### config.mk
export PLATFORM = sky130hd
export DESIGN_NAME = alu_iter
export DESIGN_NICKNAME = d
export VERILOG_FILES = /design/src/rtl/alu_pkg.sv /design/src/rtl/alu_comb.sv /design/src/rtl/alu_iter.sv
export SDC_FILE = /design/constraint.sdc
export NUM_CORES = 1
export LEC_CHECK = 0
export CAP_MARGIN = 20
export CORE_MARGIN = 5
export CORE_UTILIZATION = 59
export DETAILED_ROUTE_END_ITERATION = 8
export DONT_BUFFER_PORTS = 1
export HOLD_SLACK_MARGIN = 0.02
export MAX_ROUTING_LAYER = met4
export PLACE_DENSITY = 0.77
export REMOVE_ABC_BUFFERS = 1
export SYNTH_ARGS = -nofsm -noshare
export SYNTH_HDL_FRONTEND = slang
export SYNTH_HIERARCHICAL = 1
export SYNTH_SLANG_ARGS = --single-unit
### constraint.sdc
create_clock -name clk -period 12.65 [get_ports clk]
set_input_delay 2.53 -clock clk [delete_from_list [all_inputs] [get_ports clk]]
set_output_delay 2.53 -clock clk [all_outputs]
set_load 0.1 [all_outputs]
### src/rtl/alu_pkg.sv
`default_nettype none
// ============================================================================
// Module  : alu_pkg
// Brief   : ALUControl opcodes and sequencer states shared by the ALU files.
// Revision: 1.0
// ============================================================================
package alu_pkg;

  typedef enum logic [3:0] {
    ALU_AND   = 4'b0000,
    ALU_OR    = 4'b0001,
    ALU_ADD   = 4'b0010,
    ALU_SUB   = 4'b0110,
    ALU_PASSB = 4'b0111,
    ALU_NOR   = 4'b1100,
    ALU_MUL   = 4'b1000,
    ALU_DIVU  = 4'b1001,
    ALU_REMU  = 4'b1010
  } alu_op_t;

  typedef enum logic [1:0] {
    ST_IDLE = 2'd0,
    ST_ITER = 2'd1,
    ST_DONE = 2'd2
  } alu_state_t;

endpackage
`default_nettype wire

### src/rtl/alu_comb.sv
`default_nettype none
// ============================================================================
// Module  : alu_comb
// Brief   : Combinational single-cycle ALU slice; unknown codes yield zero.
// Revision: 1.0
// ============================================================================
module alu_comb
  import alu_pkg::*;
#(
  parameter int N = 64
) (
  input  logic [N-1:0] a,
  input  logic [N-1:0] b,
  input  logic [3:0]   alu_control,
  output logic [N-1:0] y
);

  always_comb begin
    y = '0;
    case (alu_control)
      ALU_AND:   y = a & b;
      ALU_OR:    y = a | b;
      ALU_ADD:   y = a + b;
      ALU_SUB:   y = a - b;
      ALU_PASSB: y = b;
      ALU_NOR:   y = ~(a | b);
      default:   y = '0;
    endcase
  end

endmodule
`default_nettype wire

### src/rtl/alu_iter.sv
`default_nettype none
// ============================================================================
// Module  : alu_iter
// Brief   : Registered LEGv8 ALU with iterative multiply behind start/done;
//           define ALU_DIV_EN to include the unsigned divide/remainder unit.
// Revision: 1.0
// ============================================================================
module alu_iter
  import alu_pkg::*;
#(
  parameter int N = 64
) (
  input  logic         clk,
  input  logic         reset,
  input  logic         start,
  input  logic [N-1:0] a,
  input  logic [N-1:0] b,
  input  logic [3:0]   ALUControl,
  output logic         busy,
  output logic         done,
  output logic [N-1:0] result,
  output logic         zero
);

  localparam int              CNT_W      = $clog2(N);
  localparam logic [CNT_W-1:0] C_CNT_LAST = CNT_W'(N - 1);

  alu_state_t       r_state;
  logic [CNT_W-1:0] r_cnt;
  logic [3:0]       r_op;
  logic [N-1:0]     r_opa;     // multiplicand (MUL) or divisor (DIV)
  logic [N-1:0]     r_opb;     // multiplier (MUL) or dividend->quotient (DIV)
  logic [N-1:0]     r_acc;     // product accumulator or partial remainder
  logic [N-1:0]     r_result;
  logic             r_busy;
  logic             r_done;

  logic [N-1:0]     w_comb;
  logic [N-1:0]     w_mul_acc;
  logic [N-1:0]     w_iter_result;

  alu_comb #(.N(N)) u_comb (
    .a           (a),
    .b           (b),
    .alu_control (ALUControl),
    .y           (w_comb)
  );

  assign w_mul_acc = r_acc + (r_opb[0] ? r_opa : '0);

`ifdef ALU_DIV_EN
  logic [N:0]   w_rem_sh;
  logic [N:0]   w_diff;
  logic         w_qbit;
  logic [N-1:0] w_rem_next;
  logic [N-1:0] w_quo_next;
  logic         w_div_req;

  // Restoring step: bring in the next dividend bit, subtract if it fits.
  assign w_rem_sh   = {r_acc, r_opb[N-1]};
  assign w_diff     = w_rem_sh - {1'b0, r_opa};
  assign w_qbit     = ~w_diff[N];
  assign w_rem_next = w_qbit ? w_diff[N-1:0] : w_rem_sh[N-1:0];
  assign w_quo_next = {r_opb[N-2:0], w_qbit};
  assign w_div_req  = (ALUControl == ALU_DIVU) || (ALUControl == ALU_REMU);

  always_comb begin
    w_iter_result = w_mul_acc;
    if (r_op == ALU_DIVU)
      w_iter_result = w_quo_next;
    else if (r_op == ALU_REMU)
      w_iter_result = w_rem_next;
  end
`else
  always_comb begin
    w_iter_result = w_mul_acc;
  end
`endif

  always_ff @(posedge clk or posedge reset) begin
    if (reset) begin
      r_state  <= ST_IDLE;
      r_cnt    <= '0;
      r_op     <= '0;
      r_opa    <= '0;
      r_opb    <= '0;
      r_acc    <= '0;
      r_result <= '0;
      r_busy   <= 1'b0;
      r_done   <= 1'b0;
    end else begin
      case (r_state)
        ST_ITER: begin
          r_cnt <= r_cnt - 1'b1;
          if (r_op == ALU_MUL) begin
            r_acc <= w_mul_acc;
            r_opa <= r_opa << 1;
            r_opb <= r_opb >> 1;
          end
`ifdef ALU_DIV_EN
          else begin
            r_acc <= w_rem_next;
            r_opb <= w_quo_next;
          end
`endif
          if (r_cnt == '0) begin
            r_result <= w_iter_result;
            r_busy   <= 1'b0;
            r_done   <= 1'b1;
            r_state  <= ST_DONE;
          end
        end

        default: begin
          // IDLE and DONE both accept; a request in DONE runs back-to-back.
          r_done  <= 1'b0;
          r_state <= ST_IDLE;
          if (start) begin
            r_op <= ALUControl;
            if (ALUControl == ALU_MUL) begin
              r_opa   <= a;
              r_opb   <= b;
              r_acc   <= '0;
              r_cnt   <= C_CNT_LAST;
              r_busy  <= 1'b1;
              r_state <= ST_ITER;
            end
`ifdef ALU_DIV_EN
            else if (w_div_req && (b != '0)) begin
              r_opa   <= b;
              r_opb   <= a;
              r_acc   <= '0;
              r_cnt   <= C_CNT_LAST;
              r_busy  <= 1'b1;
              r_state <= ST_ITER;
            end else if (w_div_req) begin
              r_result <= (ALUControl == ALU_DIVU) ? '1 : a;
              r_done   <= 1'b1;
              r_state  <= ST_DONE;
            end
`endif
            else begin
              r_result <= w_comb;
              r_done   <= 1'b1;
              r_state  <= ST_DONE;
            end
          end
        end
      endcase
    end
  end

  assign busy   = r_busy;
  assign done   = r_done;
  assign result = r_result;
  assign zero   = (r_result == '0);

endmodule
`default_nettype wire

After elaboration in Yosys (flattened, before gate mapping). Index checks and enable logic that the tools add are counted. Widths: inputs -> output; s select.

Output and inout port bits: 67. Input bits: 135. Register bits after elaboration: 270. Logic and storage cells: 71.

Reductions and logical operators: 10. Mux-type cells: 33. Equal/unequal tests: 11. Bitwise gates (word level): 4. Add/sub/neg operators: 4.

Operators with widths (number): $mux 64 (17); $pmux 64 s6 (1); $add 64x64->64 (2); $and 64x64->64 (1); $logic_not 64->1 (1); $not 64->64 (1); $or 64x64->64 (1); $sub 64x64->64 (1); $mux 6 (3); $eq 4x4->1 const B (3); $reduce_and 3->1 (3); $eq 4x3->1 const B (2); $mux 1 (8); $mux 2 (4); $logic_not 6->1 (1); $sub 6x1->6 const B (1); $eq 4x1->1 const B (1); $eq 4x2->1 const B (1); $logic_not 4->1 (1); $ne 2x2->1 const B (2); $reduce_and 2->1 (2); $reduce_bool 2->1 (2); $eq 2x1->1 const B (1); $ne 2x1->1 const B (1); $not 1->1 (1).

Depth between registers and ports, before layout.
Word-level depth: 6. Mapped depth: 25. Depth with buffers taken out: 24.

Modules after synthesis. Netlist, hierarchy kept.

By module, submodules not included: alu_iter (sequential area each 6731.5 µm², area an instance 15411.0 µm², cells each 1726, instances 1); alu_comb (sequential area each 0.0 µm², area an instance 7780.0 µm², cells each 1174, instances 1).

Least setup slack after synthesis. OpenSTA, ideal clock, no wires.

Kind: in2reg. Start: input b[5]. End: register r_result[57], in the netlist result[57]. Library setup time: 0.133 ns. Required time: 12.517 ns. Stages on the path: 23. Slack: 5.565 ns. Path buffers: 0. Arrival: 6.952 ns. Cells stage by stage: or3_1 -> or3_4 -> or2_4 -> nor2_8 -> nand2_1 -> or4_1 -> nor2_1 -> a31oi_1 -> xnor2_1 -> ha_1 -> a21oi_1 -> o21ai_0 -> a211oi_1 -> o21ai_0 -> a21oi_1 -> o221ai_1 -> o21bai_1 -> nand3_1 -> nor4b_1 -> or3_1 -> or3_1 -> o21ai_0 -> a21oi_1.

Cells in the longest elaborated chain, start to end: 5. Elaborated cells on any way between the ends: 6. Those cells by class: 2 x add/sub; 4 x mux.

RTL lines: from (decl) (line alu_iter.sv:17) `input logic [N-1:0] b,`; $sub 64x64->64 or $add 64x64->64 (tied branches) (line alu_comb.sv:24, alu_comb.sv:23); $pmux 64 s6 (*) (line alu_comb.sv:20) `case (alu_control)`; named net w_comb[57] (line alu_iter.sv:38) `logic [N-1:0] w_comb;`; $mux 64 (*) (line alu_iter.sv:120) `if (ALUControl == ALU_MUL) begin`; $mux 64 (*) (line alu_iter.sv:118) `if (start) begin`; $mux 64 (*) (line alu_iter.sv:92) `case (r_state)`; to (signal assigned) (line alu_iter.sv:107) `r_result <= w_iter_result;`; to (signal assigned) (line alu_iter.sv:143) `r_result <= w_comb;`; to (decl) (line alu_iter.sv:34) `logic [N-1:0] r_result;`.

Mark *: on every way through the listed nets, which the timed path passes. The rest lies on a longest branch. The select of a mux whose other input is x is not followed. A chain may end at the register's enable or synchronous reset.

Worst setup path after layout.
Start: input ALUControl[0]. End: register r_result[60], in the netlist result[60].

Cells in the longest elaborated chain, start to end: 5. Elaborated cells on any way between the ends: 13. Those cells by class: 7 x eq/ne; 4 x mux; 2 x reduce/logical.

RTL lines: from (decl) (line alu_iter.sv:18) `input logic [3:0] ALUControl,`; $eq 4x4->1 (tied with other cells) (line alu_comb.sv:20); $pmux 64 s6 (*) (line alu_comb.sv:20); named net w_comb[60] (line alu_iter.sv:38); $mux 64 (*) (line alu_iter.sv:120); $mux 64 (*) (line alu_iter.sv:118); $mux 64 (*) (line alu_iter.sv:92).

Marked as above.

==> impl_metrics.ini <==
[timing]
rsz0062_at_grt = false
fin_skew_ns = 0.0221
tightest_slew_ns = 1.15
fin_crit_sh = 0.612
finalSetupViolCount = 0
hold_viol = 0
period_needed_ns = 7.74
max_freq_mhz = 129
drv_slew = 0
fin_ws_ns = 4.91
relSlewSlack = 0.235

[hold_path]
holdCritStartpoint = r_opb[27]
min_path_cells = 2
whs_endpoint = r_opb[27]
hp-class = flip-flop to flip-flop

[floorplanning]
fp.dieArea_sq_mm = 0.0434
num_rows = 72
die_x_um = 208
start_util = 0.599
ios = 202
fp.coreArea_sq_mm = 0.0387
die_height_um = 208

[cts]
post_cts_resize_count = 0
cts_tree = yes
cts_hold_buf = 0
cts_buffers = 30
clkLatencyLatePin_ns = 0.60
root_buffer = clkbuf_16
numClockSinks = 269
cts_max_level = 1
cts_buffer_depth = 3
postCtsSetupRepairBufs = 0
cts.clk_slew.worst_paths_ns = 0.06

[route]
firstDrtPassIters = 6
drc = 0
vias_per_cell = 6.80
drt-wirelength-per-cell_um = 25.3
routed_wl_um = 83400
drt_iter0_drc = 2478
dr_total_vias = 22400
ant_nets = 0

[logic_synthesis]
synth_area_leaders = dfrtp_1 (29%), o21ai_0 (7.3%), ha_1 (7.1%)
avgSynthCellArea_sq_um = 8.00
ys_ff_latch = 269
synth-edff-count = 0
synth_top_area_frac = 0.290
syn_area_sq_mm = 0.0232
ys_seq_area_frac = 0.290
postSynthCellCount = 2900
async_flop_share = 1.00
yosys.area.top_type = dfrtp_1
synth_flop_cell = dfrtp_1
yosys_warnings = 6
synth.distinct_cells = 89

[setup_path]
r2r_slack_ns = 7.38
r2r_end = result[42]
critPathKind = primary input to flip-flop
cp-start-kind = primary input
crit_arrival_ns = 8.19
required_ns = 13.10
path_max_fanout = 73
reg2reg_from = r_opb[0]
crit_path_end_kind = flip-flop
reg2reg_depth = 15

[global_routing]
grt_start_max_net_pins = 104
antenna_found_initial = 3
track_usage = 0.379
grt_first_pass_wirelength_um = 129000
grt-ovfl-total = 0
grt_pass1_vias = 21600

[finish]
fillers = 3396
multi_input_area_sq_mm = 0.0155
syn2layout_area_growth_pct = 5.25
seqCellArea_sq_mm = 0.00673
nNetsFinal = 3023
drive_gt1_frac = 0.0472

[place]
io_buffer_count = 0
globalplace.congestion = 1.05
post-dp-hpwl_um = 61600
place_worst_setup_slack_ns = 4.76

[status]
status = complete, no violations

[job]
maxCapViolCount = 0

[power]
power_mw = 3.05
vdd_drop_max_mv = 0.133
leakage_nw = 11.0
powerDensity_mw_per_mm2 = 125
-- per-stage QoR --
stage	instance area, sq um	setup TNS [ns]	hold slack, ns	std cells	util
2_1_floorplan	22400	-625.85	0.449	2690	-
3_3_place_gp	23400	0	0.460	3239	0.603
3_5_place_dp	23400	0	0.470	3239	0.603
4_1_cts	24400	0	0.483	3293	0.629
5_1_grt	24400	0	0.499	3297	0.630
6_report	24400	0	0.477	3297	0.630
-- where the power goes --
part           leakage (nW)  switching, mW  total, mW  internal (mW)
sequential             3.45          0.334       1.33           1.00
combinational          7.10          0.508      0.825          0.316
clock                 0.488          0.383      0.895          0.513
total                  11.0           1.22       3.05           1.83
-- critical path: stages --
cell and delay [ns]:
nor3b_2 0.88, nand2_2 0.53, buf_4 0.42, o21ai_0 0.34, fa_1 0.29, nor2b_1 0.08, o31ai_1 0.31, nand3_1 0.17
a31oi_1 0.35, o21ai_1 0.25, o21ai_0 0.44, o211ai_1 0.26, a311oi_1 0.37, xor2_1 0.18, o21ai_0 0.09, or3_1 0.39
o21ai_0 0.08, a21oi_1 0.06
-- Yosys cell counts, types with 65 or more instances --
cell type    n
nand2_1    376
o21ai_0    336
dfrtp_1    269
a21oi_1    201
clkbuf_1   197
nor2_1     197
ha_1       131
mux2i_1    129
xor2_1      94
xnor2_1     88
a22o_1      80
and2_1      75
a22oi_1     65
-- routing by layer --
metal	up-vias	track usage	part of all wire
li1	10200	-	-
met1	10800	0.506	0.42
met5	-	-	0
met2	1157	0.576	0.45
met3	219	0.0839	0.097
met4	0	0.125	0.039
-- cell families (layout without fill, tap and decap cells) --
kind of cell | after synthesis | after routing | synth area share
compound gates | 945 | 945 | 0.255
simple gates | 911 | 911 | 0.185
flops | 269 | 269 | 0.290
buf+inv | 262 | 139 | 0.0425
fa+ha+maj | 196 | 196 | 0.0996
xor+xnor | 182 | 182 | 0.0687
mux | 135 | 135 | 0.0586
other cells | 0 | 2 | 0
-- registers in the layout, indices dropped and copies added, names as in the netlist --
signal and count:
r_cnt 6, r_op 4, r_acc 64, r_opa 64
result 64, r_opb 64, r_state 2, busy 1
-- how the worst max path moves through the flow --
stage                              from         end  slack [ns]  depth (start not counted)
after floorplan              r_state[1]    r_acc[2]       -3.45                          4
after global placement    ALUControl[0]  result[63]        4.90                         19
after detailed placement  ALUControl[0]  result[60]        4.76                         18
after CTS                 ALUControl[0]  result[60]        5.33                         18
after global routing      ALUControl[3]  result[60]        4.76                         18
final                     ALUControl[0]  result[60]        4.91                         18
-- cell type report --
cell class,count,area share
antenna,2,0.000205
clock buffer,45,0.0372
clock inverter,9,0.00313
inverter,52,0.00830
multi-input combinational,2369,0.637
sequential,269,0.276
tap,518,0.0266
timing repair buffer,33,0.0121
-- placed cells by master (no fill, tap or decap), drive strengths merged, types with 13 or more instances in the layout --
cell type / n
nand2: 378
o21ai: 347
dfrtp: 269
a21oi: 201
nor2: 199
ha: 131
mux2i: 129
xor2: 94
xnor2: 88
a22o: 80
and2: 75
a22oi: 65
maj3: 63
inv: 52
a31oi: 48
a21o: 45
clkbuf: 45
nand3: 42
nand4: 41
nor3: 39
buf: 33
o31ai: 32
and3: 26
or3: 26
nor4: 25
o21bai: 24
nand2b: 19
nor2b: 13
Note: power is estimated with default switching activity, not from simulation.
